### src/rtl/resp_frame_tx_pkg.sv
// Shared definitions for the host command link framing, used by the response
// transmitter and the command decoder.
package resp_frame_tx_pkg;

    localparam logic [7:0] HEAD_BYTE  = 8'hF0;
    localparam logic [7:0] LOCAL_ADDR = 8'h03;

    localparam logic [2:0] FUNC_RATE   = 3'd1;
    localparam logic [2:0] FUNC_POINT  = 3'd2;
    localparam logic [2:0] FUNC_RETURN = 3'd3;
    localparam logic [2:0] FUNC_ADDR   = 3'd4;

    localparam int         FRAME_LEN = 6;
    localparam logic [2:0] LAST_IDX  = 3'(FRAME_LEN - 1);

    typedef enum logic {
        ST_IDLE = 1'b0,
        ST_SEND = 1'b1
    } state_t;

    // Tail byte: XOR of address, function and both payload bytes (head excluded).
    function automatic logic [7:0] frame_checksum(input logic [7:0]  addr,
                                                  input logic [2:0]  func,
                                                  input logic [15:0] data);
        return addr ^ {5'b0, func} ^ data[15:8] ^ data[7:0];
    endfunction

endpackage

### src/rtl/resp_frame_tx_if.sv
// Request side and UART byte side of the response transmitter.
// master = the transmitter, slave = status logic / UART serialiser side.
interface resp_frame_tx_if;

    logic        req_valid;
    logic        req_ready;
    logic [7:0]  req_addr;
    logic [2:0]  req_func;
    logic [15:0] req_data;
    logic [7:0]  tx_data;
    logic        tx_valid;
    logic        tx_ready;

    modport master (
        input  req_valid, req_addr, req_func, req_data, tx_ready,
        output req_ready, tx_data, tx_valid
    );

    modport slave (
        output req_valid, req_addr, req_func, req_data, tx_ready,
        input  req_ready, tx_data, tx_valid
    );

endinterface

### src/rtl/resp_frame_tx.sv
// Response-frame transmitter: latches a request and streams the 6-byte frame
// (head, addr, func, data hi, data lo, checksum) over a valid/ready byte link.
//
// state   | meaning
// --------+---------------------------------------------------------------
// ST_IDLE | waiting for a request; req_ready=1, tx_valid=0
// ST_SEND | presenting frame[idx]; abort with err after TIMEOUT stalls
module resp_frame_tx
    import resp_frame_tx_pkg::*;
#(
    parameter logic [7:0]  HEAD    = HEAD_BYTE,
    parameter logic [15:0] TIMEOUT = 16'd50000
) (
    input  logic            clk,
    input  logic            rst,
    resp_frame_tx_if.master link,
    output logic            busy,
    output logic            done,
    output logic            err
);

    state_t      state;
    logic [7:0]  frame [FRAME_LEN];
    logic [2:0]  idx;
    logic [2:0]  idx_nxt;
    logic [15:0] stall;
    logic        timeout_hit;

    assign idx_nxt = idx + 3'd1;
    // True on the stalled edge that brings the counter up to TIMEOUT.
    assign timeout_hit = (TIMEOUT != 16'd0) && (stall == TIMEOUT - 16'd1);

    always_ff @(posedge clk) begin
        if (rst) begin
            state          <= ST_IDLE;
            idx            <= 3'd0;
            stall          <= 16'd0;
            link.req_ready <= 1'b1;
            link.tx_valid  <= 1'b0;
            link.tx_data   <= 8'h00;
            busy           <= 1'b0;
            done           <= 1'b0;
            err            <= 1'b0;
        end else begin
            done <= 1'b0;
            err  <= 1'b0;
            case (state)
                ST_IDLE: begin
                    if (link.req_valid) begin
                        frame[0]       <= HEAD;
                        frame[1]       <= link.req_addr;
                        frame[2]       <= {5'b0, link.req_func};
                        frame[3]       <= link.req_data[15:8];
                        frame[4]       <= link.req_data[7:0];
                        frame[5]       <= frame_checksum(link.req_addr, link.req_func, link.req_data);
                        idx            <= 3'd0;
                        stall          <= 16'd0;
                        link.tx_data   <= HEAD;
                        link.tx_valid  <= 1'b1;
                        link.req_ready <= 1'b0;
                        busy           <= 1'b1;
                        state          <= ST_SEND;
                    end
                end
                ST_SEND: begin
                    // A handshake takes priority over a coincident timeout.
                    if (link.tx_ready) begin
                        stall <= 16'd0;
                        if (idx == LAST_IDX) begin
                            link.tx_valid  <= 1'b0;
                            link.tx_data   <= 8'h00;
                            link.req_ready <= 1'b1;
                            busy           <= 1'b0;
                            done           <= 1'b1;
                            state          <= ST_IDLE;
                        end else begin
                            idx          <= idx_nxt;
                            link.tx_data <= frame[idx_nxt];
                        end
                    end else if (timeout_hit) begin
                        stall          <= 16'd0;
                        link.tx_valid  <= 1'b0;
                        link.tx_data   <= 8'h00;
                        link.req_ready <= 1'b1;
                        busy           <= 1'b0;
                        err            <= 1'b1;
                        state          <= ST_IDLE;
                    end else begin
                        stall <= stall + 16'd1;
                    end
                end
                default: state <= ST_IDLE;
            endcase
        end
    end

endmodule

### src/flat_wrapper.sv
// flat-port wrapper written by rule: the top's interface ports become plain ports
module resp_frame_tx_flat import resp_frame_tx_pkg::*;
#(
    parameter logic [7:0]  HEAD    = HEAD_BYTE,
    parameter logic [15:0] TIMEOUT = 16'd50000
)
  (clk, rst, busy, done, err, link_req_valid, link_req_addr, link_req_func, link_req_data, link_tx_ready, link_req_ready, link_tx_data, link_tx_valid);
  resp_frame_tx_if link_i ();
  input  logic clk;
  input  logic rst;
  output logic busy;
  output logic done;
  output logic err;
  input wire logic [$bits(link_i.req_valid)-1:0] link_req_valid;
  input wire logic [$bits(link_i.req_addr)-1:0] link_req_addr;
  input wire logic [$bits(link_i.req_func)-1:0] link_req_func;
  input wire logic [$bits(link_i.req_data)-1:0] link_req_data;
  input wire logic [$bits(link_i.tx_ready)-1:0] link_tx_ready;
  output wire logic [$bits(link_i.req_ready)-1:0] link_req_ready;
  output wire logic [$bits(link_i.tx_data)-1:0] link_tx_data;
  output wire logic [$bits(link_i.tx_valid)-1:0] link_tx_valid;
  assign link_i.req_valid = link_req_valid;
  assign link_i.req_addr = link_req_addr;
  assign link_i.req_func = link_req_func;
  assign link_i.req_data = link_req_data;
  assign link_i.tx_ready = link_tx_ready;
  assign link_req_ready = link_i.req_ready;
  assign link_tx_data = link_i.tx_data;
  assign link_tx_valid = link_i.tx_valid;
  resp_frame_tx #(.HEAD(HEAD), .TIMEOUT(TIMEOUT)) u_core (.clk(clk), .rst(rst), .link(link_i), .busy(busy), .done(done), .err(err));
endmodule
### config.mk
export PLATFORM = sky130hd
export DESIGN_NAME = resp_frame_tx_flat
export DESIGN_NICKNAME = d
export VERILOG_FILES = /design/src/rtl/resp_frame_tx_pkg.sv /design/src/rtl/resp_frame_tx_if.sv /design/src/rtl/resp_frame_tx.sv /design/src/flat_wrapper.sv
export SDC_FILE = /design/constraint.sdc
export NUM_CORES = 1
export LEC_CHECK = 0
export ABC_AREA = 1
export ABC_CLOCK_PERIOD_IN_PS = 3750
export BUFFER_PORTS_ARGS = -buffer_cell sky130_fd_sc_hd__buf_4
export CAP_MARGIN = 30
export CORE_MARGIN = 4
export CORE_UTILIZATION = 57
export DETAILED_ROUTE_END_ITERATION = 12
export PLACE_DENSITY = 0.78
export SLEW_MARGIN = 20
export SYNTH_ARGS = -nofsm -noshare
export SYNTH_HDL_FRONTEND = slang
export SYNTH_SLANG_ARGS = --single-unit
### constraint.sdc
create_clock -name clk -period 3.75 [get_ports clk]
set_clock_uncertainty 0.05 [all_clocks]
set_input_delay 0.1875 -clock clk [delete_from_list [all_inputs] [get_ports clk]]
set_output_delay 0.1875 -clock clk [all_outputs]
set_load 0.02 [all_outputs]
After elaboration in Yosys (flattened, before gate mapping)
Memory sizes are Yosys's and may differ from the RTL's.
Cells that the tools add are included.
W data, S select, Z words.
{"block": "totals", "out_inout_bits": 13, "reg_bits": 32, "mem_count": 1, "elab_cells": 61, "ram_bits": 48, "input_bits": 31}
{"block": "classes", "add_sub_neg": 2, "n_mux": 33, "n_eq_ne": 7, "bitwise_logic": 5, "reduce_logical": 5}
{"name": "u_core.frame", "depth": 6, "word_bits": 8, "read_ports": 1, "rd_clocked_by_memory_dff": 0, "write_ports": 6, "line": "resp_frame_tx.sv:23", "text": "logic [7:0] frame [FRAME_LEN];"}
{"cell": "$mux W16", "n": 3}
{"cell": "$mux W8", "n": 4}
{"cell": "$pmux W16 S2", "n": 1}
{"cell": "$mux W1", "n": 17}
{"cell": "$add A16 B1 Y16 const B", "n": 1}
{"cell": "$eq A16 B16 Y1 const B", "n": 1}
{"cell": "$pmux W8 S2", "n": 1}
{"cell": "$xor A8 B8 Y8", "n": 2}
{"cell": "$mux W3", "n": 3}
{"cell": "$xor A8 B3 Y8", "n": 1}
{"cell": "$ne A2 B2 Y1 const B", "n": 3}
{"cell": "$ne A3 B3 Y1 const B", "n": 2}
{"cell": "$pmux W1 S2", "n": 3}
{"cell": "$pmux W3 S2", "n": 1}
{"cell": "$reduce_and A3 Y1", "n": 2}
{"cell": "$reduce_or A3 Y1", "n": 2}
{"cell": "$add A3 B1 Y3 const B", "n": 1}
{"cell": "$eq A3 B3 Y1 const B", "n": 1}
{"cell": "$not A1 Y1", "n": 2}
{"cell": "$reduce_and A2 Y1", "n": 1}

Depth between registers and ports, before layout
Gate-level depths: netlist of run 1.
An unclocked memory read counts as a cell.
{"block": "depth", "word_depth": 5, "ltp_mapped": 11, "mapped_depth_nobuf": 10}

Worst setup path after synthesis of run 1
OpenSTA, ideal clock, no wires.
{"block": "synth_path", "path_type": "reg2reg", "from": "register u_core.state", "to": "memory u_core.frame[1][0], enable pin", "setup_ns": 0.427, "stages_incl_launch_ff": 5, "path_slack_ns": 1.149, "required_time_ns": 3.273, "arrival_ns": 2.124, "path_cell_list": "dfxtp_1 -> buf_2 -> nor2_1 -> inv_1 -> nor2_1"}
{"element": "start: declaration", "line": "resp_frame_tx.sv:22", "text": "state_t state;"}
{"element": "start signal: assignment", "line": "resp_frame_tx.sv:35", "text": "state <= ST_IDLE;"}
{"element": "start signal: assignment", "line": "resp_frame_tx.sv:62", "text": "state <= ST_SEND;"}
{"element": "start signal: assignment", "line": "resp_frame_tx.sv:75", "text": "state <= ST_IDLE;"}
{"element": "end: declaration", "line": "resp_frame_tx.sv:23"}

Worst setup path in the final report of run 1
{"block": "layout_path", "from": "register u_core.idx[0]", "to": "register u_core.link.tx_data[6]"}
{"block": "layout_between", "elab_chain_len": 5, "word_cells_on_any_way": 6, "classes_between": "1 x add/sub; 1 x eq/ne; 3 x mux; 1 x memory"}
{"element": "start: declaration", "line": "resp_frame_tx.sv:24", "text": "logic [2:0] idx;"}
{"element": "start signal: assignment", "line": "resp_frame_tx.sv:77", "text": "idx <= idx_nxt;"}
{"element": "$add A3 B1 Y3", "line": "resp_frame_tx.sv:29", "text": "assign idx_nxt = idx + 3'd1;"}
{"element": "$mem_v2 Z6 W8"}
{"element": "$mux W8 *", "line": "resp_frame_tx.sv:69", "text": "if (idx == LAST_IDX) begin"}
{"element": "$mux W8 *", "line": "resp_frame_tx.sv:67", "text": "if (link.tx_ready) begin"}
{"element": "$pmux W8 S2 *", "line": "resp_frame_tx.sv:47", "text": "case (state)"}
{"element": "end signal: assignment", "line": "resp_frame_tx.sv:78", "text": "link.tx_data <= frame[idx_nxt];"}
{"element": "end: declaration", "line": "resp_frame_tx_if.sv:16", "text": "output req_ready, tx_data, tx_valid"}
Mark *: on every way between the ends. The rest lies on a longest branch, timed or not.
A chain may end at the register's enable or synchronous reset.

==> impl_metrics.toml, run 1 <==
[clock_tree]
post_cts_setup_inserts = 0
clk_transition_reported_paths_ps = 80
ctsLongestPathBuffers = 2
clock_sinks = 67
h-tree-depth = 3
ctsRootBufferMaster = "sky130_fd_sc_hd__clkbuf_8"
clock_insertion_delay_worst_skew_ps = 340
number_of_instances_resized_during_post_cts_repair = 0
cts-buffers-inserted = 9
tritoncts = "built"

[power]
clock_power_share_pct = 41.1
p_seq_share_pct = 46.8
vdd_drop_max_uv = 291.4
cellInternalPower_mw = 1.349
switchingPower_mw = 0.4193
power_per_cell_area_nw_per_um2 = 431.9
leakagePower_nw = 1.617
combinationalPowerShare_pct = 12.1
switching_fraction_of_total_power_pct = 23.71

[final_layout]
final.fill_count = 408
fin_area_um2 = 4095
drive_above_1_share_pct = 15.85
final_util_pct = 74.37
multiInputGateArea_um2 = 1349
diodes = 0
seqCellArea_um2 = 1692
relative_area_change_from_synthesis_to_final_layout_pct = 26.57
number_of_nets_at_the_end_of_the_flow = 496

[sta]
hold_viol_final = 0
fin_ws_ps = 1501
worstMarginPinSlew_ps = 682.1
setup_tns_ps = 0
clock.fmax_mhz = 444.6
layout_min_cycle_time_ps = 2249
final.period_utilization_pct = 59.98
rsz0062_at_grt = "no"
slew_violations = 0
max_slew_margin_pct = 54.46
timing.final.setup_violations = 0

[global_route]
grt_antenna_before_repair = 0
grt-ovfl-total = 0
grt_first_pass_wirelength_mm = 13.03
grt_start_max_net_pins = 36
first_global_vias = 2829
groute.usage.overall_pct = 23.26

[status]
run_status = "finished clean"

[flow_run]
max_cap_viol_count = 0

[floorplan]
design.die.area_um2 = 6946
placement_rows = 27
coreArea_um2 = 5507
die-height_um = 83.34
floorplan.initialDensity_pct = 58.76
i_o_pin_cnt = 44
die_width_um = 83.34

[logic_synthesis]
synth.most_common_cell = "sky130_fd_sc_hd__nand2_1"
register_bit_total_from_synthesis = 67
ys.flop_type = "sky130_fd_sc_hd__edfxtp_1"
ffs_w_async_s_r_synth_pct = 0
ys.warnings.count = 0
yosys.area.top_type_share_pct = 32.48
synth.area.top_cells = "sky130_fd_sc_hd__edfxtp_1, sky130_fd_sc_hd__dfxtp_1, sky130_fd_sc_hd__nand2_1"
synth-edff-count = 35
postSynthAreaPerCell_um2 = 8.275
synthTopCellsByCount = "sky130_fd_sc_hd__nand2_1, sky130_fd_sc_hd__nor2_1, sky130_fd_sc_hd__edfxtp_1"
synth.yosys.seq_area_share_pct = 52.28
most_area_hungry_cell_type_in_the_yosys_netlist = "sky130_fd_sc_hd__edfxtp_1"
syn_nets = 425
synthCells = 391
synth_cell_type_count = 30
post_synth_instance_area_um2 = 3236

[route]
finalWirelength_mm = 7.506
vias = 2833
average_routed_wire_per_standard_cell_um = 13.93
first_iter_violations = 152
drc = 0
detail-route-antenna-nets = 0
detail_route.vias_per_cell = 5.256
drtPass1Iterations = 5

[setup_path]
rrSetupSlack_ps = 1500
end_kind = "flop"
startpoint_type = "flop"
worst-setup-path-type = "reg2reg"
crit_arrival_ps = 2440
cp.required_ps = 3940
cp_max_fo = 19

[place]
final_weighted_congestion_of_routability_driven_global_placement = 0.8326
placement.setup.worst_slack_ps = 1629
port_buffers = 43
placement.cell_area_um2 = 3585
dpl.hpwl_mm = 4.811

[hold_path]
min-delay-path-class = "in2reg"
[cell families (layout without fill, tap and decap cells)]
kind of cell | count (synthesis) | in the layout | synth area share, %
XOR/XNOR | 21 | 21 | 5.685
buffers and inverters | 43 | 119 | 6.110
AO/OA/AOI/OAI | 49 | 49 | 7.850
flip-flops | 67 | 67 | 52.28
adder cells (fa/ha/maj) | 3 | 3 | 1.160
AND/OR/NAND/NOR | 208 | 208 | 26.91
[power by group through the flow]
stage          registers (mW)  clock network (mW)  logic (mW)
2_1_floorplan           0.844                   0       0.118
6_report                0.828               0.728       0.213
3_5_place_dp            0.843                   0       0.188
5_1_grt                 0.830               0.774       0.237
4_1_cts                 0.827               0.736       0.211
3_3_place_gp            0.842                   0       0.182
[stage by stage]
step,instances,power [mW],hold slack [ps]
5_1_grt,539,1.842,108.8
3_3_place_gp,496,1.025,331.2
4_1_cts,539,1.774,99.22
3_5_place_dp,496,1.031,333.2
2_1_floorplan,391,0.9616,236.4
6_report,539,1.769,115.9
[worst paths after layout]
check / from / to / depth (start not counted)
min: rst / u_core.link.tx_data[0] / 2
min reg2reg: u_core.stall[14] / u_core.stall[14] / 2
max: u_core.idx[0] / u_core.link.tx_data[6] / 9
max reg2reg: u_core.idx[0] / u_core.link.tx_data[6] / 9
[placed cells by master (no fill, tap or decap), drive strengths merged]
| master | instances |
|---|---|
| a211oi | 1 |
| a21oi | 29 |
| and2 | 2 |
| buf | 45 |
| bufinv | 3 |
| clkbuf | 10 |
| clkinv | 3 |
| dfxtp | 32 |
| dlygate4sd3 | 27 |
| edfxtp | 35 |
| ha | 3 |
| inv | 31 |
| nand2 | 120 |
| nand3 | 24 |
| nand4 | 3 |
| nor2 | 51 |
| nor3 | 6 |
| nor4 | 1 |
| o211ai | 1 |
| o21ai | 18 |
| or2 | 1 |
| xnor2 | 18 |
| xor2 | 3 |
[what timing repair did]
item | 4_1_cts | 5_1_grt
endpoints found under the hold margin | 27 | 0
endpoints found under the setup margin | 0 | 0
hold buffers | 27 | 0
[registers in the layout, summed over array words and instances (netlist names)]
name and cells:
u_core.link.tx_data 8, u_core.link.req_ready 1, u_core.idx 3, u_core.done 1
u_core.link.tx_valid 1, u_core.err 1, u_core.stall 16, u_core.state 1
u_core.frame 35
[worst max-delay path, stage by stage, from the launching register on]
cell,delay [ps]
sky130_fd_sc_hd__dfxtp_1,760
sky130_fd_sc_hd__clkinv_1,650
sky130_fd_sc_hd__nand2_1,210
sky130_fd_sc_hd__nand2_1,70
sky130_fd_sc_hd__nand2_1,60
sky130_fd_sc_hd__nand2_1,50
sky130_fd_sc_hd__nand2_1,60
sky130_fd_sc_hd__nand2_1,50
sky130_fd_sc_hd__a21oi_1,140
sky130_fd_sc_hd__nor2_1,50
[area by class of cell]
| cell class | count | area share [%] |
|---|---|---|
| flip-flops and latches | 67 | 41.31 |
| multi-input cells | 281 | 32.94 |
| repair buffers | 72 | 14.85 |
| clock buffers | 10 | 3.116 |
| inverters | 31 | 2.841 |
| clock inverters | 6 | 2.750 |
| well taps | 72 | 2.200 |
[routing by layer]
metal  vias to the layer above  wire [µm]  global-route usage (%)  part of all wire (%)
met5                         -          0                       0                     0
met4                         0        143                   11.74                   1.9
met3                        12        403                   4.266                   5.4
met2                       100       3859                   40.52                    51
met1                      1309       3100                   27.26                    41
li1                       1412          -                       -                     -
Power figures use the tool's default switching activity.
==> run 2, diff against run 1 <==
ABC_CLOCK_PERIOD_IN_PS = 2200   (was 3750)
clock period = 2.2 ns   (was 3.75 ns; I/O delays follow)
==> run 2 against run 1 <==
Compared with the run above: critical path depth decreased by 1; clock power up 57%; fmax increased by 16%; sequential share of layout area grew 0.089 points; worst hold slack worse by 94 ps; routed wire length increased by 5.5%; critical path type unchanged.
==> impl_metrics.toml, run 2 (synthesis gave the netlist of run 1 again) <==
[hold_path]
min-delay-path-class = "in2reg"

[floorplan]
die_width_um = 83.34
placement_rows = 27
i_o_pin_cnt = 44
die-height_um = 83.34
design.die.area_um2 = 6946
floorplan.initialDensity_pct = 58.76
coreArea_um2 = 5507

[sta]
timing.final.setup_violations = 0
rsz0062_at_grt = "no"
final.period_utilization_pct = 88.49
max_slew_margin_pct = 59.73
clock.fmax_mhz = 513.7
layout_min_cycle_time_ps = 1947
hold_viol_final = 0
slew_violations = 0
setup_tns_ps = 0
worstMarginPinSlew_ps = 601.9

[place]
final_weighted_congestion_of_routability_driven_global_placement = 0.9128
port_buffers = 43
placement.cell_area_um2 = 3600
dpl.hpwl_mm = 4.788

[setup_path]
end_kind = "flop"
startpoint_type = "flop"
worst-setup-path-type = "reg2reg"
worst_path_max_delay_cell = "sky130_fd_sc_hd__ha_1"
cp.required_ps = 2420
cp_cell_sequence = "inv_1, ha_1, inv_1, nor2_1, nand2_1, nand3_1, nand3_1, a21oi_1"
critical_path.top_delay_family = "simple AND/OR/NAND/NOR gates"
crit_arrival_ps = 2170
cp_max_fo = 9
critical_path.n_buffers_inverters = 2
critical_path.max_stage_delay_ps = 470

[final_layout]
number_of_nets_at_the_end_of_the_flow = 498
relative_area_change_from_synthesis_to_final_layout_pct = 26.30
max_flop_register = "u_core.frame"
fin_area_um2 = 4086
biggestRegsByFlops = "u_core.frame x35, u_core.stall x16, u_core.link.tx_data x8"
drive_above_1_share_pct = 16.20
max_ffs_per_register = 35
commonest_non_fill_non_tap_cells_in_the_layout = "sky130_fd_sc_hd__nand2_1, sky130_fd_sc_hd__nor2_1, sky130_fd_sc_hd__buf_4"
final_common_cell = "sky130_fd_sc_hd__nand2_1"
diodes = 0
final.fill_count = 402

[route]
first_iter_violations = 154
detail-route-antenna-nets = 0
vias = 2925
detail_route.vias_per_cell = 5.407
drtPass1Iterations = 5
finalWirelength_mm = 7.919
drc = 0
average_routed_wire_per_standard_cell_um = 14.64

[status]
run_status = "finished clean"

[global_route]
grt_first_pass_wirelength_mm = 13.09
first_global_vias = 2875
groute.usage.overall_pct = 23.54
grt-ovfl-total = 0
grt_antenna_before_repair = 0
grt_start_max_net_pins = 36

[flow_run]
max_cap_viol_count = 0

[clock_tree]
ctsLongestPathBuffers = 2
ctsHoldBuffers = 27
ctsRootBufferMaster = "sky130_fd_sc_hd__clkbuf_8"
clock_sinks = 67
number_of_instances_resized_during_post_cts_repair = 0
tritoncts = "built"
post_cts_setup_inserts = 0
clk_transition_reported_paths_ps = 80
clock_insertion_delay_worst_skew_ps = 360
h-tree-depth = 3
cts-buffers-inserted = 9

[power]
leakagePower_nw = 1.610
vdd_drop_max_uv = 561.1
power_per_cell_area_nw_per_um2 = 715.1
==> run 2: final cells by class <==
| class | count | area, µm² | share of cell area, % |
|---|---|---|---|
| Sequential cell | 67 | 1692 | 41.40 |
| Multi-Input combinational cell | 281 | 1349 | 33.01 |
| Timing Repair Buffer | 74 | 623.1 | 15.25 |
| Clock buffer | 10 | 127.6 | 3.123 |
| Inverter | 31 | 116.4 | 2.848 |
| Tap cell | 72 | 90.09 | 2.205 |
| Clock inverter | 6 | 88.84 | 2.174 |
==> run 2: metal layers <==
metal / GRT usage [%] / vias up / wire length [µm]
met5: 0 / - / 0
met4: 14.56 / 0 / 346
met1: 27.16 / 1354 / 3095
met3: 4.464 / 32 / 485
met2: 40.09 / 122 / 3991
li1: - / 1417 / -
==> run 2: final timing paths <==
check,cells after the start,end,slack (ps),startpoint
worst max-delay path,8,u_core.link.tx_data[2],250,u_core.idx[1]
worst min-delay path,4,u_core.err,20,link_tx_ready
worst max register to register,8,u_core.link.tx_data[2],250,u_core.idx[1]
worst min register to register,2,u_core.stall[14],410,u_core.stall[14]
==> run 2: power breakdown <==
part | switching (mW) | total (mW) | leakage [nW] | internal, mW
Combinational | 0.213 | 0.382 | 0.922 | 0.169
Sequential | 0.0268 | 1.40 | 0.585 | 1.38
Clock | 0.496 | 1.14 | 0.103 | 0.640
Total | 0.737 | 2.92 | 1.61 | 2.19
==> run 2: worst register-to-register path, delay by kind of cell, from the launching register on <==
kind	cells	cell delay (ps)
fa+ha+maj	1	470
buf+inv	2	250
flops	1	360
simple gates	4	490
compound gates	1	220
==> run 2: stage by stage <==
stage               cells  worst slack (ps)  hold slack (ps)  total power, mW  utilization, %
global route          541             146.1            28.46            3.031           74.21
finish                541             253.3            22.01            2.922           74.21
CTS                   541             417.2            11.75            2.910           74.21
global placement      498             474.0            253.7            1.751           65.37
detailed placement    498             438.3            255.4            1.760           65.37
floorplan             391             179.2            158.9            1.639               -
